**config.mk**
```make
export PLATFORM = sky130hd
export DESIGN_NAME = miller_tx_scheduler_flat
export DESIGN_NICKNAME = d
export VERILOG_FILES = /design/src/rtl/miller_tx_scheduler_if.sv /design/src/rtl/miller_tx_scheduler.sv /design/src/flat_wrapper.sv
export SDC_FILE = /design/constraint.sdc
export NUM_CORES = 1
export LEC_CHECK = 0
export ABC_AREA = 1
export ABC_CLOCK_PERIOD_IN_PS = 3900
export CORE_AREA = 2 2 83 144
export DETAILED_ROUTE_END_ITERATION = 6
export DIE_AREA = 0 0 85 146
export PLACE_DENSITY = 0.52
export SETUP_SLACK_MARGIN = 0.05
export SYNTH_ARGS = -nofsm -noshare
export SYNTH_HDL_FRONTEND = slang
export SYNTH_SLANG_ARGS = --single-unit
```
**constraint.sdc**
```tcl
create_clock -name clk -period 3.9 [get_ports clk]
set_input_delay 0.975 -clock clk [delete_from_list [all_inputs] [get_ports clk]]
set_output_delay 0.975 -clock clk [all_outputs]
set_load 0.005 [all_outputs]
```
**src/rtl/miller_tx_scheduler_if.sv**
```systemverilog
// Byte-stream requesters, encoder bit link and status of the Miller TX scheduler.
`timescale 1ns/1ps
interface miller_tx_scheduler_if;
   logic [7:0] s0_tdata;
   logic       s0_tvalid;
   logic       s0_tlast;
   logic       s0_tready;
   logic [7:0] s1_tdata;
   logic       s1_tvalid;
   logic       s1_tlast;
   logic       s1_tready;
   logic       enc_bit;
   logic       enc_bit_valid;
   logic       enc_bit_tready;
   logic [1:0] grant;
   logic       busy;
   logic       frame_done;
   logic       err_underrun;
   logic       err_timeout;

   // Scheduler side
   modport slave (
      input  s0_tdata, s0_tvalid, s0_tlast, s1_tdata, s1_tvalid, s1_tlast, enc_bit_tready,
      output s0_tready, s1_tready, enc_bit, enc_bit_valid, grant, busy, frame_done,
             err_underrun, err_timeout
   );

   // Requester / encoder side
   modport master (
      output s0_tdata, s0_tvalid, s0_tlast, s1_tdata, s1_tvalid, s1_tlast, enc_bit_tready,
      input  s0_tready, s1_tready, enc_bit, enc_bit_valid, grant, busy, frame_done,
             err_underrun, err_timeout
   );
endinterface

```
**src/rtl/miller_tx_scheduler.sv**
```systemverilog
// Frame scheduler for the Miller line encoder: round-robin per frame between two byte
// sources, preamble insertion, MSB-first serialisation paced by the encoder's tready pulse,
// inter-frame gap, and recovery from source underrun or encoder stall.
`timescale 1ns/1ps
module miller_tx_scheduler #(
   parameter int unsigned PREAMBLE_LEN   = 8,
   parameter logic [15:0] PREAMBLE       = 16'h00AA,
   parameter int unsigned IFG_CYCLES     = 64,
   parameter int unsigned TIMEOUT_CYCLES = 64
) (
   input logic                  clk,
   input logic                  rst_n,
   miller_tx_scheduler_if.slave bus
);
   localparam int unsigned TmoW    = $clog2(TIMEOUT_CYCLES + 1);
   localparam int unsigned GapW    = $clog2(IFG_CYCLES + 1);
   localparam logic [3:0]  PreLast = 4'(PREAMBLE_LEN - 1);

   typedef enum logic [2:0] {StIdle, StPre, StData, StFlush, StGap} state_e;

   state_e          state_q, state_d;
   logic [1:0]      grant_q, grant_d;
   logic            last_s1_q, last_s1_d;     // requester served by the previous frame
   logic [7:0]      buf_q, buf_d;
   logic            buf_full_q, buf_full_d;
   logic            buf_last_q, buf_last_d;
   logic            last_acc_q, last_acc_d;   // tlast of this frame already taken
   logic [7:0]      shift_q, shift_d;
   logic            shift_last_q, shift_last_d;
   logic [2:0]      bit_cnt_q, bit_cnt_d;
   logic [3:0]      pre_idx_q, pre_idx_d;
   logic [TmoW-1:0] tmo_cnt_q, tmo_cnt_d;
   logic [GapW-1:0] gap_cnt_q, gap_cnt_d;
   logic            frame_done_q, frame_done_d;
   logic            err_underrun_q, err_underrun_d;
   logic            err_timeout_q, err_timeout_d;

   logic [7:0]      sel_tdata, next_byte;
   logic            sel_tvalid, sel_tlast, sel_tready, accept;
   logic            active, byte_avail, next_last, tmo_hit;
   logic [3:0]      pre_bit_idx;

   // Source mux, handshake and status decode for the granted requester
   always_comb begin
      sel_tdata   = grant_q[1] ? bus.s1_tdata  : bus.s0_tdata;
      sel_tvalid  = grant_q[1] ? bus.s1_tvalid : bus.s0_tvalid;
      sel_tlast   = grant_q[1] ? bus.s1_tlast  : bus.s0_tlast;
      active      = (state_q == StPre) || (state_q == StData);
      sel_tready  = (active && !buf_full_q && !last_acc_q) || (state_q == StFlush);
      accept      = sel_tready && sel_tvalid;
      // A byte accepted in the same cycle as the load decision is forwarded directly
      byte_avail  = buf_full_q || accept;
      next_byte   = buf_full_q ? buf_q : sel_tdata;
      next_last   = buf_full_q ? buf_last_q : sel_tlast;
      tmo_hit     = active && !bus.enc_bit_tready &&
                    (tmo_cnt_q == TmoW'(TIMEOUT_CYCLES - 1));
      pre_bit_idx = PreLast - pre_idx_q;
   end

   assign bus.s0_tready     = grant_q[0] && sel_tready;
   assign bus.s1_tready     = grant_q[1] && sel_tready;
   assign bus.enc_bit       = (state_q == StPre)  ? PREAMBLE[pre_bit_idx] :
                              (state_q == StData) ? shift_q[7] : 1'b0;
   assign bus.enc_bit_valid = active;
   assign bus.grant         = grant_q;
   assign bus.busy          = (state_q != StIdle);
   assign bus.frame_done    = frame_done_q;
   assign bus.err_underrun  = err_underrun_q;
   assign bus.err_timeout   = err_timeout_q;

   // Next-state: arbitration, byte prefetch, bit pacing, error recovery, gap timing
   always_comb begin
      state_d        = state_q;
      grant_d        = grant_q;
      last_s1_d      = last_s1_q;
      buf_d          = buf_q;
      buf_full_d     = buf_full_q;
      buf_last_d     = buf_last_q;
      last_acc_d     = last_acc_q;
      shift_d        = shift_q;
      shift_last_d   = shift_last_q;
      bit_cnt_d      = bit_cnt_q;
      pre_idx_d      = pre_idx_q;
      tmo_cnt_d      = '0;
      gap_cnt_d      = '0;
      frame_done_d   = 1'b0;
      err_underrun_d = 1'b0;
      err_timeout_d  = 1'b0;

      if (active && accept) begin
         buf_d      = sel_tdata;
         buf_full_d = 1'b1;
         buf_last_d = sel_tlast;
         last_acc_d = sel_tlast;
      end
      if (active && !bus.enc_bit_tready) tmo_cnt_d = tmo_cnt_q + TmoW'(1);

      unique case (state_q)
         StIdle: begin
            if (bus.s0_tvalid || bus.s1_tvalid) begin
               grant_d      = (bus.s1_tvalid && (!bus.s0_tvalid || !last_s1_q)) ? 2'b10 : 2'b01;
               state_d      = StPre;
               pre_idx_d    = '0;
               bit_cnt_d    = '0;
               buf_full_d   = 1'b0;
               buf_last_d   = 1'b0;
               last_acc_d   = 1'b0;
               shift_last_d = 1'b0;
            end
         end
         StPre: begin
            if (bus.enc_bit_tready) begin
               if (pre_idx_q == PreLast) begin
                  if (byte_avail) begin
                     shift_d      = next_byte;
                     shift_last_d = next_last;
                     buf_full_d   = 1'b0;
                     bit_cnt_d    = '0;
                     state_d      = StData;
                  end else begin
                     err_underrun_d = 1'b1;
                     state_d        = last_acc_q ? StGap : StFlush;
                  end
               end else begin
                  pre_idx_d = pre_idx_q + 4'd1;
               end
            end else if (tmo_hit) begin
               err_timeout_d = 1'b1;
               buf_full_d    = 1'b0;
               state_d       = last_acc_d ? StGap : StFlush;
            end
         end
         StData: begin
            if (bus.enc_bit_tready) begin
               if (bit_cnt_q == 3'd7) begin
                  if (shift_last_q) begin
                     frame_done_d = 1'b1;
                     state_d      = StGap;
                  end else if (byte_avail) begin
                     shift_d      = next_byte;
                     shift_last_d = next_last;
                     buf_full_d   = 1'b0;
                     bit_cnt_d    = '0;
                  end else begin
                     err_underrun_d = 1'b1;
                     state_d        = last_acc_q ? StGap : StFlush;
                  end
               end else begin
                  shift_d   = {shift_q[6:0], 1'b0};
                  bit_cnt_d = bit_cnt_q + 3'd1;
               end
            end else if (tmo_hit) begin
               err_timeout_d = 1'b1;
               buf_full_d    = 1'b0;
               state_d       = last_acc_d ? StGap : StFlush;
            end
         end
         StFlush: begin
            if (accept && sel_tlast) state_d = StGap;
         end
         StGap: begin
            if (gap_cnt_q == GapW'(IFG_CYCLES - 1)) begin
               state_d   = StIdle;
               grant_d   = 2'b00;
               last_s1_d = grant_q[1];
            end else begin
               gap_cnt_d = gap_cnt_q + GapW'(1);
            end
         end
         default: state_d = StIdle;
      endcase
   end

   // State registers; reset aborts any frame in progress
   always_ff @(posedge clk or negedge rst_n) begin
      if (!rst_n) begin
         state_q        <= StIdle;
         grant_q        <= 2'b00;
         last_s1_q      <= 1'b1;
         buf_q          <= '0;
         buf_full_q     <= 1'b0;
         buf_last_q     <= 1'b0;
         last_acc_q     <= 1'b0;
         shift_q        <= '0;
         shift_last_q   <= 1'b0;
         bit_cnt_q      <= '0;
         pre_idx_q      <= '0;
         tmo_cnt_q      <= '0;
         gap_cnt_q      <= '0;
         frame_done_q   <= 1'b0;
         err_underrun_q <= 1'b0;
         err_timeout_q  <= 1'b0;
      end else begin
         state_q        <= state_d;
         grant_q        <= grant_d;
         last_s1_q      <= last_s1_d;
         buf_q          <= buf_d;
         buf_full_q     <= buf_full_d;
         buf_last_q     <= buf_last_d;
         last_acc_q     <= last_acc_d;
         shift_q        <= shift_d;
         shift_last_q   <= shift_last_d;
         bit_cnt_q      <= bit_cnt_d;
         pre_idx_q      <= pre_idx_d;
         tmo_cnt_q      <= tmo_cnt_d;
         gap_cnt_q      <= gap_cnt_d;
         frame_done_q   <= frame_done_d;
         err_underrun_q <= err_underrun_d;
         err_timeout_q  <= err_timeout_d;
      end
   end
endmodule

```
**src/flat_wrapper.sv**
```systemverilog
// flat-port wrapper written by rule: the top's interface ports become plain ports
module miller_tx_scheduler_flat 
#(
   parameter int unsigned PREAMBLE_LEN   = 8,
   parameter logic [15:0] PREAMBLE       = 16'h00AA,
   parameter int unsigned IFG_CYCLES     = 64,
   parameter int unsigned TIMEOUT_CYCLES = 64
)
  (clk, rst_n, bus_s0_tdata, bus_s0_tvalid, bus_s0_tlast, bus_s1_tdata, bus_s1_tvalid, bus_s1_tlast, bus_enc_bit_tready, bus_s0_tready, bus_s1_tready, bus_enc_bit, bus_enc_bit_valid, bus_grant, bus_busy, bus_frame_done, bus_err_underrun, bus_err_timeout);
  miller_tx_scheduler_if bus_i ();
  input logic clk;
  input logic rst_n;
  input wire logic [$bits(bus_i.s0_tdata)-1:0] bus_s0_tdata;
  input wire logic [$bits(bus_i.s0_tvalid)-1:0] bus_s0_tvalid;
  input wire logic [$bits(bus_i.s0_tlast)-1:0] bus_s0_tlast;
  input wire logic [$bits(bus_i.s1_tdata)-1:0] bus_s1_tdata;
  input wire logic [$bits(bus_i.s1_tvalid)-1:0] bus_s1_tvalid;
  input wire logic [$bits(bus_i.s1_tlast)-1:0] bus_s1_tlast;
  input wire logic [$bits(bus_i.enc_bit_tready)-1:0] bus_enc_bit_tready;
  output wire logic [$bits(bus_i.s0_tready)-1:0] bus_s0_tready;
  output wire logic [$bits(bus_i.s1_tready)-1:0] bus_s1_tready;
  output wire logic [$bits(bus_i.enc_bit)-1:0] bus_enc_bit;
  output wire logic [$bits(bus_i.enc_bit_valid)-1:0] bus_enc_bit_valid;
  output wire logic [$bits(bus_i.grant)-1:0] bus_grant;
  output wire logic [$bits(bus_i.busy)-1:0] bus_busy;
  output wire logic [$bits(bus_i.frame_done)-1:0] bus_frame_done;
  output wire logic [$bits(bus_i.err_underrun)-1:0] bus_err_underrun;
  output wire logic [$bits(bus_i.err_timeout)-1:0] bus_err_timeout;
  assign bus_i.s0_tdata = bus_s0_tdata;
  assign bus_i.s0_tvalid = bus_s0_tvalid;
  assign bus_i.s0_tlast = bus_s0_tlast;
  assign bus_i.s1_tdata = bus_s1_tdata;
  assign bus_i.s1_tvalid = bus_s1_tvalid;
  assign bus_i.s1_tlast = bus_s1_tlast;
  assign bus_i.enc_bit_tready = bus_enc_bit_tready;
  assign bus_s0_tready = bus_i.s0_tready;
  assign bus_s1_tready = bus_i.s1_tready;
  assign bus_enc_bit = bus_i.enc_bit;
  assign bus_enc_bit_valid = bus_i.enc_bit_valid;
  assign bus_grant = bus_i.grant;
  assign bus_busy = bus_i.busy;
  assign bus_frame_done = bus_i.frame_done;
  assign bus_err_underrun = bus_i.err_underrun;
  assign bus_err_timeout = bus_i.err_timeout;
  miller_tx_scheduler #(.PREAMBLE_LEN(PREAMBLE_LEN), .PREAMBLE(PREAMBLE), .IFG_CYCLES(IFG_CYCLES), .TIMEOUT_CYCLES(TIMEOUT_CYCLES)) u_core (.clk(clk), .rst_n(rst_n), .bus(bus_i));
endmodule
```
# == After elaboration in Yosys (flattened, before gate mapping) ==
# Memory sizes are Yosys's and may differ from the RTL's.
# Cells that the tools add are included.
# totals
inputBits,23
ff_bits,50
mem_bits_ro,16
n_memories,1
wordCells,165
# op_classes
n_addsub,5
n_lt_le_gt_ge,1
muxes,87
reduce_logical,34
eq_ne,21
# memory_table
name,words,word_bits,rd,rd_clocked_by_memory_dff,write_ports,line_no,text
(no name shown),16,1,1,0,0,miller_tx_scheduler.sv:62,assign bus.enc_bit = (state_q == StPre) ? PREAMBLE[pre_bit_idx] :
# ops
op,count
8-bit two-way mux,8
3-bit two-way mux,20
1-bit two-way mux,42
7-bit two-way mux,3
8-bit one-hot mux with 2 select lines,1
3-bit one-hot mux with 5 select lines,1
7-bit by 1-bit adder with 7-bit output (second input constant),2
7-bit by 6-bit == test with 1-bit output (second input constant),2
4-bit two-way mux,3
2-bit inequality test (second input constant),6
6-bit AND reduction,2
1-bit logical AND,10
3-bit inequality test (second input constant),3
3-bit one-hot mux with 3 select lines,1
4-bit one-hot mux with 2 select lines,1
7-bit AND reduction,1
3-bit by 2-bit == test with 1-bit output (second input constant),2
3-bit == test (second input constant),2
2-bit two-way mux,3
2-bit by 1-bit inequality test with 1-bit output (second input constant),3
1-bit one-hot mux with 3 select lines,2
2-bit nonzero test,3
3-bit nonzero test,2
1-bit zero test,5
16 further kinds,20

# == Longest topological paths before layout ==
# Gate-level depths: netlist (run 1).
# depth
word_depth,13
depth_mapped,15
ltp_nobuf,15

# == Worst setup path after synthesis (run 1) ==
# OpenSTA, ideal clock, no wires.
# synth_timing
path_kind,input to register
startpoint,input bus_enc_bit_tready
endpoint,register u_core.shift_q[2]
arrival_time_ns,1.910
path_buffers,1
cell_stages,10
slack_ns,1.871
setup_time_ns,0.119
path_cell_list,inv_1 -> nand2_4 -> inv_2 -> nor2_2 -> nand3_1 -> nor2_2 -> buf_4 -> nand2_1 -> o22ai_1 -> inv_1
# synth_via
elab_chain_cells,2
word_cells_on_any_way,3
classes_between,eq/ne (2); reduce/logical (1)
# synth_lines
element,line_no,text
start: declaration,flat_wrapper.sv:19,input wire logic [$bits(bus_i.enc_bit_tready)-1:0] bus_enc_bit_tready;
2-bit inequality test (no line),n/a,
5-bit AND reduction (no line) *,n/a,
end signal: assignment,miller_tx_scheduler.sv:201,shift_q <= shift_d;
end: declaration,miller_tx_scheduler.sv:28,"logic [7:0] shift_q, shift_d;"
# Mark *: on every way between the ends. The rest lies on a longest branch, timed or not.
# A chain may end at the register's enable or synchronous reset.

# == Worst setup path in the final report (run 1) ==
# layout_timing
startpoint,register u_core.state_q[1]
endpoint,output bus_s1_tready
# layout_via
elab_chain_cells,6
word_cells_on_any_way,8
classes_between,eq/ne (3); reduce/logical (5)
# layout_lines
element,line_no,text
start: declaration,miller_tx_scheduler.sv:21,"state_e state_q, state_d;"
start signal: assignment,miller_tx_scheduler.sv:177,state_q <= StIdle;
start signal: assignment,miller_tx_scheduler.sv:194,state_q <= state_d;
3-bit by 1-bit == test with 1-bit output / 3-bit by 2-bit == test with 1-bit output (equally long branches),miller_tx_scheduler.sv:48,active = (state_q == StPre) || (state_q == StData);
1-bit logical OR,miller_tx_scheduler.sv:48,
1-bit logical AND (2 in series),miller_tx_scheduler.sv:49,sel_tready = (active && !buf_full_q && !last_acc_q) || (state_q == StFlush);
1-bit logical OR *,miller_tx_scheduler.sv:49,
1-bit logical AND *,miller_tx_scheduler.sv:61,assign bus.s1_tready = grant_q[1] && sel_tready;
end: declaration,flat_wrapper.sv:21,output wire logic [$bits(bus_i.s1_tready)-1:0] bus_s1_tready;
# Marked as above.

==> results.cfg, run 1 <==
[final_layout]
drive_gt1_share_pct = 6.143
multi_input_area_mm2 = 0.001236
fill_cells = 1180
areaGrowthSynthToFinish_pct = 21.60
seq_area_mm2 = 0.001252
finalNetCount = 434
num_antenna_cells = 0
design_area_mm2 = 0.003353

[setup_path]
reg2reg_from = u_core.state_q[1]$_DFFE_PN0P_
reg2reg_depth = 11
ff2ff_setup_slack_ns = 1.45
worstReg2RegEnd = u_core.shift_last_q$_DFFE_PN0P_
crit_arrival_ns = 2.24
endpoint_kind = output port
cp-start-kind = flip-flop
required_ns = 2.92
critPathKind = reg2out
path_max_fanout = 7

[global_routing]
first_global_vias = 2473
grt_max_degree = 33
track_usage_pct = 11.73
grt_antenna_before_repair = 0
grt_pass1_wl_um = 11500
grt_overflow = 0

[floorplanning]
start_util_pct = 24.69
die_w_um = 85
coreArea_mm2 = 0.01117
fp.dieH_um = 146
rows = 51
die_area_mm2 = 0.01241
ios = 33

[clock_tree]
cts_tree = built
numCtsBuffers = 5
cts_buffer_depth = 2
cts-htree-levels = 2
cts_resized = 0
insertion_delay_ns = 0.29
cts_setup_buffers = 0
path_clk_slew_ns = 0.07
root_buffer = clkbuf_16
cts_hold_buf = 0
cts_num_sinks = 50

[worst_hold_path]
hold_path_end = u_core.tmo_cnt_q[0]$_DFF_PN0_
min_from = u_core.tmo_cnt_q[0]$_DFF_PN0_
hp-class = reg2reg
hold_depth = 1

[detailed_routing]
drt_first_pass_iters = 4
drc = 0
avgRoutedWirePerCell_um = 13.03
route.detailed.vias_per_inst = 4.560
vias = 2458
ant_nets = 0
dr.first_iter.drc_count = 99
routed_wl_um = 7023

[sta]
clock-skew-final_ns = 0.007494
hold_viol = 0
setup_viol = 0
grt_setup_unrepaired = no
finalMaxSlewViolations = 0
fmax_ghz = 0.3111
period_share_pct = 82.42
slew_headroom_pct = 51.84
fin_crit_ns = 3.214
fin_tns_setup_ns = 0
max_slew.worst_pin.slew_ns = 0.7224

[logic_synthesis]
synth_edf_count = 0
syn-instance-count = 375
synth_area_mm2 = 0.002758
synthFlopType = dfrtp_1
yosys_register_bits = 50
avgSynthCellArea_um2 = 7.354
syn-num-nets = 403
synth.distinct_cells = 36
seq_area_frac_synth_pct = 45.42
synth-async-reset-ratio_pct = 100.0
yosysWarningCount = 0

[pwr]
vdd_drop_max_uv = 210.9
p_leak_nw = 1.650
pwr_density_cell_mw_per_mm2 = 309.3

[place]
gp_congestion = 0.8611
dpl_cell_area_mm2 = 0.003202
dp_hpwl_um = 5487
io_buffer_count = 32

[job]
max_cap_viol_count = 0

[status]
outcome = completed
-- synth_stat cells, drive strengths merged (2+ instances only) --
cell type  number  area share (%)
nand2         114              16
nor2           37             5.8
o22ai           8             1.8
clkbuf          5            0.68
a311oi          2            0.64
nor3            5             1.5
ha              5             2.3
dfrtp          49              44
nand3          19             3.4
buf             5             1.2
inv            58             7.9
a21oi          25             4.5
o21ai          28             5.1
or2             2            0.45
-- power by group --
part           switching, W  total (W)  leakage [nW]  internal [W]
logic             0.0000327  0.0000621         0.974     0.0000293
registers        0.00000494   0.000528         0.603      0.000523
clock network      0.000193   0.000447        0.0729      0.000254
total              0.000231    0.00104          1.65      0.000806
-- placed cells by master, fill, tap and decap left out, drive strengths merged, types with 2 or more instances in the layout --
cell type / instances
o21ai: 28
inv: 58
a311oi: 2
nand2: 114
or2: 2
buf: 3
o22ai: 8
ha: 5
clkdlybuf4s50: 31
a21oi: 25
clkbuf: 6
dfrtp: 49
nor2: 37
nand3: 19
nor3: 5
-- per-stage QoR --
step	utilization [%]	std cells	hold WS, ns	power, W	worst slack, ns
finish	30.03	539	0.4641	0.001037	0.6857
global route	30.03	539	0.4885	0.001077	0.5758
CTS	30.03	539	0.4698	0.001052	0.7138
detailed placement	28.67	531	0.4632	0.0006016	0.8737
global placement	28.67	531	0.4480	0.0006013	0.9618
floorplan	-	375	0.4318	0.0005575	1.871
-- how the worst max path moves through the flow --
stage	slack, ns	end	startpoint
3_3_place_gp	0.96	u_core.shift_q[1]$_DFFE_PN0P_	bus_enc_bit_tready
6_report	0.69	bus_s1_tready	u_core.state_q[1]$_DFFE_PN0P_
5_1_grt	0.58	bus_s1_tready	u_core.state_q[1]$_DFFE_PN0P_
2_1_floorplan	1.87	u_core.shift_q[2]$_DFFE_PN0P_	bus_enc_bit_tready
4_1_cts	0.71	bus_s1_tready	u_core.state_q[1]$_DFFE_PN0P_
3_5_place_dp	0.87	u_core.shift_q[1]$_DFFE_PN0P_	bus_enc_bit_tready
-- area by class of cell --
class                   count  share of cell area [%]
repair buffers             34                   9.851
clock inverters             2                  0.3731
inverters                  58                   6.493
well taps                 132                   4.925
multi-input cells         257                   36.87
flip-flops and latches     50                   37.35
clock buffers               6                   4.142
-- routing by layer --
layer | global-route usage [%] | up-vias | part of all wire, %
li1 | - | 1252 | -
met3 | 1.985 | 19 | 2.6
met5 | 0 | - | 0
met4 | 6.429 | 0 | 4.6
met1 | 11.85 | 1141 | 37
met2 | 22.03 | 46 | 56
-- registers in the layout, indices dropped and copies added, names as in the netlist, 2 cells and up --
signal	cells
u_core.buf_q	8
u_core.shift_q	8
u_core.gap_cnt_q	7
u_core.tmo_cnt_q	7
u_core.pre_idx_q	4
u_core.bit_cnt_q	3
u_core.state_q	3
u_core.bus.grant	2
-- worst max-delay path, cell delays in order, from the launching register on --
cell and delay, ns:
dfrtp_1 0.53, nand2_1 0.15, nor2_1 0.30, inv_1 0.15, nand2_1 0.14, inv_1 0.07
nor2_1 0.08, clkdlybuf4s50_1 0.51
-- cells by family (layout without fill, tap and decap cells) --
family	after synthesis	after routing	share of synthesized area (%)
compound gates	70	70	14.16
xor+xnor	2	2	0.6353
fa+ha+maj	5	5	2.269
buf+inv	68	100	9.755
flops	50	50	45.42
simple gates	180	180	27.77
(Power assumes the default switching activity.)
==> inputs of run 2 (changes only) <==
Settings changed: ABC_CLOCK_PERIOD_IN_PS 3900 to 3000.
Clock period 3.9 ns to 3 ns, I/O delays scaled along.
==> run 2 against run 1 <==
Against the previous run:
- clock skew grew 0.00070 ns
- count of clock-buffer cells in the layout grew 1
- power grew 29%
- largest power group unchanged
- routed wire length grew 0.97%
- core utilization grew 0.31 points
- via count grew 0.33%
- worst setup slack lost 0.45 ns
- critical path depth shrank 1
- clock power grew 27%
- hold slack gained 0.0026 ns
- first-iteration DRC count shrank 12%
==> results.cfg, run 2 (same netlist as run 1, synthesis figures left out) <==
[global_routing]
grt_antenna_before_repair = 0
track_usage_pct = 11.90
first_global_vias = 2435
grt_overflow = 0
grt_pass1_wl_um = 11670
grt_max_degree = 28

[final_layout]
finalNetCount = 437
final_common_cell = nand2_1
fin_cells = 542
top_regs = u_core.buf_q x8, u_core.shift_q x8
drive_gt1_share_pct = 7.073
mostFrequentLayoutCells = 112 x nand2_1, 55 x inv_1, 48 x dfrtp_1, 32 x nor2_1, 31 x clkdlybuf4s50_1
fill_cells = 1194
num_antenna_cells = 0
areaGrowthSynthToFinish_pct = 22.87

[place]
dp_hpwl_um = 5588
placed_cells = 534
pre_cts_ws_ns = 0.2040
gp_congestion = 0.8720
io_buffer_count = 32

[setup_path]
path_cells = a21oi_1 > nand3_1 > nand2_1 > inv_1 > nor2_1 > clkdlybuf4s50_1
crit_arrival_ns = 2.01
crit_path_max_incr_delay_ns = 0.51
path_max_fanout = 5
cpMaxStageDelayCell = clkdlybuf4s50_1
cp-start-kind = flip-flop
required_ns = 2.25
endpoint_kind = output port
critPathKind = reg2out

[sta]
finalMaxSlewViolations = 0
fin_ws_ns = 0.2388
fin_tns_setup_ns = 0
fmax_ghz = 0.3622
period_share_pct = 92.04
fin_crit_ns = 2.761
slew_headroom_pct = 56.45
max_slew.worst_pin.slew_ns = 0.6533
hold_viol = 0
grt_setup_unrepaired = no
whs_ns = 0.4667
setup_viol = 0
clock-skew-final_ns = 0.008192

[job]
max_cap_viol_count = 0

[detailed_routing]
route.detailed.vias_per_inst = 4.550
vias = 2466
dr.first_iter.drc_count = 87
drt_first_pass_iters = 5
routed_wl_um = 7091
ant_nets = 0
avgRoutedWirePerCell_um = 13.08
drc = 0

[worst_hold_path]
hp-class = reg2reg

[floorplanning]
fp.dieH_um = 146
coreArea_mm2 = 0.01117
die_area_mm2 = 0.01241
die_w_um = 85
rows = 51
ios = 33
start_util_pct = 24.69

[pwr]
swShare_pct = 21.44
pwr-share-seq_pct = 51.3
pwr-share-comb_pct = 6.3
pwr_density_cell_mw_per_mm2 = 394.8
vdd_drop_max_uv = 210.0
p_switching_w = 0.0002867
internal-power_w = 0.001051
p_leak_nw = 1.668
clkPwrFrac_pct = 42.4
power_w = 0.001338

[clock_tree]
cts-htree-levels = 2
cts_hold_buf = 0
root_buffer = clkbuf_16
cts_buffer_depth = 2
cts_tree = built
numCtsBuffers = 5
cts_num_sinks = 50
insertion_delay_ns = 0.29
path_clk_slew_ns = 0.06
cts_setup_buffers = 0

[status]
outcome = completed
run 2: final cells by class:
type | count | area [um2] | share of cell area, %
clock inverters | 1 | 5.005 | 0.1477
well taps | 132 | 165.2 | 4.874
clock buffers | 7 | 142.6 | 4.210
inverters | 58 | 217.7 | 6.425
flip-flops and latches | 50 | 1254 | 37.00
multi-input cells | 257 | 1239 | 36.56
repair buffers | 37 | 365.4 | 10.78
run 2: path summary, 6_finish.rpt:
kind                                                  to  slack [ns]  depth (start not counted)                       startpoint
setup / recovery                           bus_s1_tready        0.24                          6    u_core.state_q[0]$_DFFE_PN0P_
hold / removal             u_core.tmo_cnt_q[0]$_DFF_PN0_        0.47                          1    u_core.tmo_cnt_q[0]$_DFF_PN0_
setup reg to reg           u_core.state_q[1]$_DFFE_PN0P_        0.85                          9  u_core.bus.grant[1]$_DFFE_PN0P_
hold reg to reg            u_core.tmo_cnt_q[0]$_DFF_PN0_        0.47                          1    u_core.tmo_cnt_q[0]$_DFF_PN0_
max in group asynchronous   u_core.last_s1_q$_DFFE_PN1P_        1.89                          2                            rst_n
min in group asynchronous    u_core.buf_q[6]$_DFFE_PN0N_        0.49                          1                            rst_n
run 2: critical path: cells and delay by family, from the launching register on:
family | cells | cell delay [ns]
AND/OR/NAND/NOR | 3 | 0.33
AO/OA/AOI/OAI | 1 | 0.34
flip-flops | 1 | 0.46
buffers and inverters | 2 | 0.60
run 2: through the flow:
stage | utilization [%] | instance area (um2)
3_5_place_dp | 28.99 | 3237
3_3_place_gp | 28.99 | 3237
6_report | 30.34 | 3388
2_1_floorplan | - | 2758
4_1_cts | 30.32 | 3386
5_1_grt | 30.34 | 3388
run 2: per-layer routing:
layer,global-route usage (%),up-vias,part of all wire (%)
met5,0,-,0
met4,5.873,0,4.0
met3,1.758,20,2.1
met2,22.62,41,56
met1,12.21,1143,38
li1,-,1262,-
run 2: repair_timing:
item                                   in CTS  in global routing
endpoints found under the hold margin       0                  0
pin swaps                                   0                  0
resized for setup                           1                  1
setup endpoints to repair                   1                  1
run 2: power by group through the flow:
stage                     Sequential (W)  Clock, W  Combinational (W)
after CTS                       0.000686  0.000586          0.0000863
final                           0.000686  0.000568          0.0000838
after global routing            0.000686  0.000611          0.0000951
after global placement          0.000699         0          0.0000855
after floorplan                 0.000696         0          0.0000289
after detailed placement        0.000699         0          0.0000862
==> inputs of run 3 (changes only) <==
Settings changed: CORE_AREA 2 2 83 144 to 2 2 57 98, DIE_AREA 0 0 85 146 to 0 0 59 100, PLACE_DENSITY 0.52 to 0.88, REMOVE_ABC_BUFFERS from default to 1.
==> run 3 against run 2 <==
Against the previous run:
- power fell by 12%
- worst setup slack worse by 0.075 ns
- sequential power barely moved
- hold slack lost 0.093 ns
- highest routed layer unchanged
==> results.cfg, run 3 (same netlist as run 1, synthesis figures left out) <==
[status]
outcome = completed

[setup_path]
endpoint_kind = output port
crit_arrival_ns = 2.09
cp-start-kind = flip-flop
cpMaxStageDelayCell = clkdlybuf4s50_1
crit_path_max_incr_delay_ns = 0.51
path_buf_inv = 3
ff2ff_setup_slack_ns = 0.80
crit_cells = 5
crit_family = buffers and inverters
path_max_fanout = 7
required_ns = 2.25
path_cells = inv_1 > nand3_1 > inv_1 > a32o_1 > clkdlybuf4s50_1
cp_common_cell = inv_1
reg2reg_depth = 12
critPathKind = reg2out

[clock_tree]
cts_buffer_depth = 2
path_clk_slew_ns = 0.09
insertion_delay_ns = 0.31
root_buffer = clkbuf_8
cts_setup_buffers = 0
cts_resized = 0
cts_hold_buf = 0
cts-htree-levels = 2
cts_tree = built
cts_num_sinks = 50
numCtsBuffers = 5

[sta]
finalMaxSlewViolations = 0
fin_crit_ns = 2.836
period_share_pct = 94.53
grt_setup_unrepaired = no
fin_tns_setup_ns = 0
fmax_ghz = 0.3526
hold_viol = 0
slew_headroom_pct = 63.43
setup_viol = 0
max_slew.worst_pin.slew_ns = 0.5428
clock-skew-final_ns = 0.004762

[pwr]
vdd_drop_max_uv = 309.3
pwr-share-comb_pct = 7.0
swShare_pct = 23.55
p_leak_nw = 1.643
pwr-share-seq_pct = 57.9
power_w = 0.001183
pwr_density_cell_mw_per_mm2 = 366.1
internal-power_w = 0.0009041
clkPwrFrac_pct = 35.0
p_switching_w = 0.0002785

[final_layout]
seq_area_mm2 = 0.001252
top_regs = u_core.buf_q x8, u_core.shift_q x8
finalNetCount = 438
areaGrowthSynthToFinish_pct = 17.15
multi_input_area_mm2 = 0.001236
fin_util_pct = 62.52
final_common_cell = nand2_1
num_antenna_cells = 0
fill_cells = 452
mostFrequentLayoutCells = 112 x nand2_1, 55 x inv_1, 49 x dfrtp_1, 33 x nor2_1, 31 x clkdlybuf4s50_1
drive_gt1_share_pct = 7.056

[global_routing]
top_usage_layer = met2
first_global_vias = 2526
grt_pass1_wl_um = 10770
grt_antenna_before_repair = 0
use_met1_pct = 24.49
grt_util_met2_pct = 42.39
grt_overflow = 0
use_met3_pct = 5.541
grt_max_degree = 32
track_usage_pct = 24.14

[detailed_routing]
vias = 2599
ant_nets = 0
avgRoutedWirePerCell_um = 14.25
drc = 0
dr.first_iter.drc_count = 133
route.detailed.vias_per_inst = 5.577
routed_wl_um = 6641
drt_first_pass_iters = 4

[place]
dp_hpwl_um = 5133
gp_congestion = 0.8964
io_buffer_count = 32

[floorplanning]
rows = 35
die_w_um = 59
start_util_pct = 53.37
ios = 33
fp.dieH_um = 100
coreArea_mm2 = 0.005167
die_area_mm2 = 0.005900

[worst_hold_path]
hp-class = in2async

[job]
max_cap_viol_count = 0
==> run 3: routing by layer <==
metal  vias up  routed length (um)
li1       1262                   -
met1      1193                2537
met5         -                   0
met2       105                3363
met3        39                 361
met4         0                 379
==> run 3: power groups by stage <==
stage	clock (W)	combinational [W]	sequential [W]
4_1_cts	0.000422	0.0000843	0.000685
3_5_place_dp	0	0.0000838	0.000699
3_3_place_gp	0	0.0000819	0.000698
2_1_floorplan	0	0.0000265	0.000697
5_1_grt	0.000451	0.0000925	0.000686
6_report	0.000414	0.0000830	0.000685
==> run 3: worst paths after layout <==
kind,start,endpoint
max in group asynchronous,rst_n,u_core.last_s1_q$_DFFE_PN1P_
setup / recovery,u_core.state_q[0]$_DFFE_PN0P_,bus_enc_bit
setup reg to reg,u_core.state_q[1]$_DFFE_PN0P_,u_core.shift_q[6]$_DFFE_PN0P_
hold reg to reg,u_core.tmo_cnt_q[0]$_DFF_PN0_,u_core.tmo_cnt_q[0]$_DFF_PN0_
hold / removal,rst_n,u_core.buf_q[6]$_DFFE_PN0N_
min in group clk,u_core.tmo_cnt_q[0]$_DFF_PN0_,u_core.tmo_cnt_q[0]$_DFF_PN0_
==> run 3: final cells by class <==
cell class / instances / area share (%)
clock buffers: 6 / 2.556
clock inverters: 2 / 0.3873
inverters: 58 / 6.739
multi-input cells: 257 / 38.27
flip-flops and latches: 50 / 38.77
well taps: 55 / 2.130
repair buffers: 38 / 11.15
==> run 3: through the flow <==
step	setup WS [ns]	instance area (um2)	std cells	hold WS (ns)
final	0.1641	3231	466	0.3741
after global routing	0.05677	3231	466	0.3906
after CTS	0.1684	3231	466	0.3852
after detailed placement	0.1675	3136	458	0.4601
after global placement	0.3071	3136	458	0.4453
after floorplan	0.9148	2706	365	0.4318
